[config.mk]
export PLATFORM = sky130hd
export DESIGN_NAME = spn_round_stage
export DESIGN_NICKNAME = d
export VERILOG_FILES = /design/src/rtl/spn_round_stage_pkg.sv /design/src/rtl/spn_round_stage_key_addition.sv /design/src/rtl/spn_round_stage_key_schedule.sv /design/src/rtl/spn_round_stage_round.sv /design/src/rtl/spn_round_stage.sv
export SDC_FILE = /design/constraint.sdc
export NUM_CORES = 1
export LEC_CHECK = 0
export BUFFER_PORTS_ARGS = -buffer_cell sky130_fd_sc_hd__buf_4
export CAP_MARGIN = 10
export CORE_MARGIN = 2
export CORE_UTILIZATION = 45
export DETAILED_ROUTE_END_ITERATION = 10
export PLACE_DENSITY = 0.79
export SYNTH_ARGS = -nofsm -noshare
export SYNTH_HDL_FRONTEND = slang
export SYNTH_SLANG_ARGS = --single-unit
[constraint.sdc]
create_clock -name clk -period 1.7 [get_ports clk]
set_input_delay 0 -clock clk [delete_from_list [all_inputs] [get_ports clk]]
set_output_delay 0 -clock clk [all_outputs]
set_load 0.01 [all_outputs]
[src/rtl/spn_round_stage_pkg.sv]
// Shared parameters and helpers for the toy SPN round stage: default widths,
// the 4-bit S-box and the bit-permutation destination function.
package spn_round_stage_pkg;

    localparam int N_B_DEF = 16;
    localparam int N_K_DEF = 16;
    localparam int N_I_DEF = 5;

    // 4-bit substitution box, inputs 0..F.
    function automatic logic [3:0] sbox4(input logic [3:0] v);
        logic [3:0] r;
        case (v)
            4'h0: r = 4'hC;
            4'h1: r = 4'h5;
            4'h2: r = 4'h6;
            4'h3: r = 4'hB;
            4'h4: r = 4'h9;
            4'h5: r = 4'h0;
            4'h6: r = 4'hA;
            4'h7: r = 4'hD;
            4'h8: r = 4'h3;
            4'h9: r = 4'hE;
            4'hA: r = 4'hF;
            4'hB: r = 4'h8;
            4'hC: r = 4'h4;
            4'hD: r = 4'h7;
            4'hE: r = 4'h1;
            default: r = 4'h2;
        endcase
        return r;
    endfunction

    // Destination bit of input bit j in the permutation layer of an nb-bit
    // block. The top bit is a fixed point; the rest spread by stride nb/4.
    function automatic int perm_dst(input int j, input int nb);
        int r;
        if (j == nb - 1) begin
            r = nb - 1;
        end else begin
            r = (j * (nb / 4)) % (nb - 1);
        end
        return r;
    endfunction

endpackage

[src/rtl/spn_round_stage_key_addition.sv]
// Key addition: plain XOR of state and round key.
module key_addition
    import spn_round_stage_pkg::*;
#(
    parameter int N_B = N_B_DEF
) (
    output logic [N_B-1:0] r,
    input  logic [N_B-1:0] x,
    input  logic [N_B-1:0] k
);

    assign r = x ^ k;

endmodule

[src/rtl/spn_round_stage_key_schedule.sv]
// Next round key: rotate left by 3, substitute the top nibble, mix in the
// zero-extended round index.
module key_schedule
    import spn_round_stage_pkg::*;
#(
    parameter int N_K = N_K_DEF,
    parameter int N_I = N_I_DEF
) (
    output logic [N_K-1:0] r,
    input  logic [N_K-1:0] x,
    input  logic [N_K-1:0] k,
    input  logic [N_I-1:0] i
);

    // x is carried only for a uniform port order across the round helpers;
    // the schedule depends on k and i alone.
    logic           unused_x;
    logic [N_K-1:0] rot;
    logic [N_K-1:0] idx_ext;
    logic [N_K-1:0] t;

    assign unused_x = ^x;
    assign rot      = {k[N_K-4:0], k[N_K-1 -: 3]};

    // Zero-extend the index without a zero-width replication when N_I == N_K.
    always_comb begin
        idx_ext          = '0;
        idx_ext[N_I-1:0] = i;
    end

    // Substitute the top nibble of the rotated key.
    always_comb begin
        t              = rot;
        t[N_K-1 -: 4]  = sbox4(rot[N_K-1 -: 4]);
    end

    assign r = t ^ idx_ext;

endmodule

[src/rtl/spn_round_stage_round.sv]
// Full round: S-box layer on every nibble of x ^ k, then the bit permutation.
module round
    import spn_round_stage_pkg::*;
#(
    parameter int N_B = N_B_DEF
) (
    output logic [N_B-1:0] r,
    input  logic [N_B-1:0] x,
    input  logic [N_B-1:0] k
);

    logic [N_B-1:0] mixed;
    logic [N_B-1:0] subst;

    assign mixed = x ^ k;

    // Substitute each nibble independently.
    always_comb begin
        subst = '0;
        for (int n = 0; n < N_B / 4; n++) begin
            subst[n*4 +: 4] = sbox4(mixed[n*4 +: 4]);
        end
    end

    // Scatter each substituted bit to its permuted position.
    always_comb begin
        r = '0;
        for (int j = 0; j < N_B; j++) begin
            r[perm_dst(j, N_B)] = subst[j];
        end
    end

endmodule

[src/rtl/spn_round_stage.sv]
// One registered SPN round stage: combinational key addition, round and key
// schedule feeding a bank of output registers with a valid flag.
//
// Flow control: in_valid qualifies x/k/idx for the current edge only; there is
// no ready, so every valid input is accepted and appears one cycle later with
// out_valid=1. Data registers load only on valid inputs and hold otherwise.
module spn_round_stage
    import spn_round_stage_pkg::*;
#(
    parameter int N_B = N_B_DEF,
    parameter int N_K = N_K_DEF,
    parameter int N_I = N_I_DEF
) (
    input  logic           clk,
    input  logic           rst_n,
    input  logic           in_valid,
    input  logic [N_B-1:0] x,
    input  logic [N_K-1:0] k,
    input  logic [N_I-1:0] idx,
    output logic           out_valid,
    output logic [N_B-1:0] add_out,
    output logic [N_B-1:0] round_out,
    output logic [N_K-1:0] key_out
);

    logic [N_B-1:0] add_c;
    logic [N_B-1:0] round_c;
    logic [N_K-1:0] key_c;

    key_addition #(.N_B(N_B)) u_key_addition (
        .r (add_c),
        .x (x),
        .k (k)
    );

    round #(.N_B(N_B)) u_round (
        .r (round_c),
        .x (x),
        .k (k)
    );

    key_schedule #(.N_K(N_K), .N_I(N_I)) u_key_schedule (
        .r (key_c),
        .x (x),
        .k (k),
        .i (idx)
    );

    // Valid flag follows in_valid; reset wins.
    always_ff @(posedge clk) begin
        if (!rst_n) begin
            out_valid <= 1'b0;
        end else begin
            out_valid <= in_valid;
        end
    end

    // Result registers capture only valid inputs and hold otherwise.
    always_ff @(posedge clk) begin
        if (!rst_n) begin
            add_out   <= '0;
            round_out <= '0;
            key_out   <= '0;
        end else if (in_valid) begin
            add_out   <= add_c;
            round_out <= round_c;
            key_out   <= key_c;
        end
    end

endmodule

==> results.tsv <==
stage	metric	value	unit
clocking	cts_tree	yes	
clocking	cts_root_buf	clkbuf_8	
critical_path	worst-r2r-setup-slack	0.89	ns
power_and_ir_drop	ir_worst_vdd	397.7	uV
cells_and_area	fillCellCount	484	
power_and_ir_drop	p_leak	1.660	nW
job	maxCapViolCount	0	
global_routing	grt_pass1_wl	10.55	mm
global_routing	grt_usage	20.66	%
clocking	cts_sinks	49	
sta	fmax	664.2	MHz
sta	fin_crit	1.506	ns
routing	ant_nets	0	
placement	placed_area	3425	um^2
sta	fin_tns_setup	0	ns
hold_path	hold_class	input pin to register	
placement	pre_cts_slack	0.1190	ns
clocking	clk-insertion-delay-late	0.29	ns
routing	dr.first_iter.drc_count	71	
global_routing	grt_pass1_vias	2310	
routing	vias	2387	
clocking	clk_path_buf_depth	2	
routing	wl	6.311	mm
synthesis	async_reset_ff_share	0	%
cells_and_area	nNetsFinal	445	
placement	port_buffers	88	
hold_path	min_to	key_out[9]	
sta	hold-worst-slack	-0.004085	ns
synthesis	ys_seq_area_share	37.07	%
global_routing	grt-ovfl-total	0	
sta	timing.final.crit_share	88.57	%
placement	dp_hpwl	4.595	mm
synthesis	synth-main-ff-cell	dfxtp_1	
sta	relSlewSlack	62.03	%
sta	final-max-slew-violation-count	0	
routing	first_pass_iters	4	
clocking	cts_buffers	5	
cells_and_area	areaGrowthSynthToFinish	36.08	%
routing	wl_per_cell	13.72	um
clocking	cts-htree-levels	2	
floorplan	io_pins	89	
critical_path	worstPathArrival	1.73	ns
sta	timing.final.ws_setup	0.1943	ns
clocking	cts_resized	0	
global_routing	grt_antenna_before_repair	0	
placement	place_congestion	0.7866	
sta	finalClockSkew	0	ns
synthesis	syn_inst	287	
cells_and_area	n_antenna_cell	0	
routing	drcViolationCount	0	
status	status	finished, violations left	
floorplan	start_util	47.19	%
floorplan	die_x	80.69	um
hold_path	hp-start	k[6]	
critical_path	critPathKind	input pin to register	
floorplan	dieHeight	80.69	um
sta	rsz0062_at_grt	no	
synthesis	syn_area	2646	um^2
critical_path	crit_required	1.92	ns
synthesis	yosysWarnings	0	
critical_path	end_kind	register	
synthesis	ys_ff_latch	49	
synthesis	yosysUniqueCellTypes	38	
cells_and_area	final_design_area_no_fill	3601	um^2
critical_path	worstRegToRegCells	3	
critical_path	r2r-end	round_out[3]	
synthesis	synthesis.nets	344	
floorplan	rows	27	
sta	worst_pin_slew	0.5655	ns
cells_and_area	drive_above_1_share	28.87	%
global_routing	grt_max_degree	51	
power_and_ir_drop	power.density	793.9	nW/um^2
hold_path	hold_depth	3	
status	violations	negative hold slack	
critical_path	crit_fanout	4	
sta	setup_viol	0	
synthesis	synth_edf_count	0	
sta	hold_viol	1	
clocking	path_clk_slew	0.09	ns
critical_path	reg2reg_from	round_out[3]	
critical_path	startpoint_type	input pin	
synthesis	synth.avg_cell_area	9.221	um^2
floorplan	dieArea	6510	um^2
floorplan	coreArea	5608	um^2
routing	vias_per_cell	5.189	
-- worst max-delay path, cell delays in order --
cell           delay [ns]
dlygate4sd3_1        0.53
buf_4                0.14
xnor2_1              0.22
inv_1                0.13
ha_1                 0.19
or3_1                0.36
a31oi_1              0.16
-- Yosys cell counts, types with 2 or more instances --
library cell  number  share of area [%]
mux4_1             2                2.0
clkbuf_1           8                1.1
xnor2_1           20                6.6
a22o_1             2               0.66
a211o_1            2               0.66
nor2_1            37                5.2
mux4_2             2                1.7
ha_1              17                8.0
xor2_2             2                1.2
nor3_1             2               0.38
nand2_1           16                2.3
a31oi_1            5                1.2
mux2i_1           14                5.3
dfxtp_1           49                 37
o21ai_0           11                2.1
nand3_1            4               0.76
o211a_1            2               0.76
o2111ai_1          2               0.66
xor2_1             3               0.99
a211oi_1          24                6.8
buf_2              4               0.76
xnor2_2            2                1.2
inv_1             20                2.8
a21oi_1           10                1.9
o211ai_1          14                4.0
-- worst max-delay path by stage --
stage | cells after the start | slack [ns] | end | startpoint
2_1_floorplan | 6 | 0.24 | round_out[9] | k[5]
3_3_place_gp | 7 | 0.17 | round_out[9] | k[4]
3_5_place_dp | 7 | 0.12 | round_out[9] | k[4]
4_1_cts | 7 | 0.21 | round_out[14] | k[8]
5_1_grt | 7 | 0.08 | round_out[14] | k[8]
6_report | 7 | 0.19 | round_out[14] | k[8]
-- cell usage in the layout, fill, tap and decap left out, drive strengths merged, types with 5 or more instances in the layout --
cell         netlist  layout
a211oi            24      24
o21ai             11      11
xnor2             22      22
inv               20      20
dlygate4sd3        0       9
a21oi             10      10
nor2              37      37
o211ai            14      14
clkbuf             9       7
xor2               5       5
mux2i             14      14
nand2             16      16
dfxtp             49      49
buf                6     100
ha                17      17
a31oi              5       5
-- per-stage QoR --
| step | instances | util, % | power (W) |
|---|---|---|---|
| floorplan | 287 | - | 0.001808 |
| global route | 460 | 64.21 | 0.003028 |
| finish | 460 | 64.21 | 0.002859 |
| CTS | 459 | 64.03 | 0.002879 |
| detailed placement | 444 | 61.07 | 0.002186 |
| global placement | 444 | 61.07 | 0.002159 |
-- state kept, by name, indices dropped and copies added (netlist names) --
register,flops
add_out,16
key_out,16
round_out,16
out_valid,1
-- power breakdown --
part / internal, W / total (W) / switching (W)
sequential: 0.00125 / 0.00130 / 0.0000529
combinational: 0.000440 / 0.000871 / 0.000431
clock: 0.000324 / 0.000686 / 0.000362
total: 0.00201 / 0.00286 / 0.000846
-- logic make-up after synthesis --
kind of cell | count (synthesis) | share of synthesized area, %
AND/OR/NAND/NOR | 63 | 9.646
XOR/XNOR | 27 | 10.07
multiplexers | 18 | 8.983
AO/OA/AOI/OAI | 77 | 20.38
buffers and inverters | 36 | 5.815
flip-flops | 49 | 37.07
adder cells (fa/ha/maj) | 17 | 8.038
-- cell type report --
class / instances / area (um^2) / share of cell area (%)
clock buffers: 7 / 86.33 / 2.398
repair buffers: 109 / 853.3 / 23.70
multi-input cells: 202 / 1511 / 41.97
inverters: 21 / 78.83 / 2.189
flip-flops and latches: 49 / 980.9 / 27.24
well taps: 72 / 90.09 / 2.502
-- metal layers --
layer	GRT usage, %	up-vias	wire, um
li1	-	1221	-
met1	25.44	1104	2825
met2	36.58	57	3078
met3	4.382	5	352
met4	5.085	0	55
met5	0	-	0
-- timing repair --
action / CTS / global route
hold buffers: 8 / 1
setup endpoints to repair: 0 / 0
hold endpoints to repair: 8 / 1
setup buffers: 0 / 0
No activity file was read; power rests on OpenSTA's default activity.
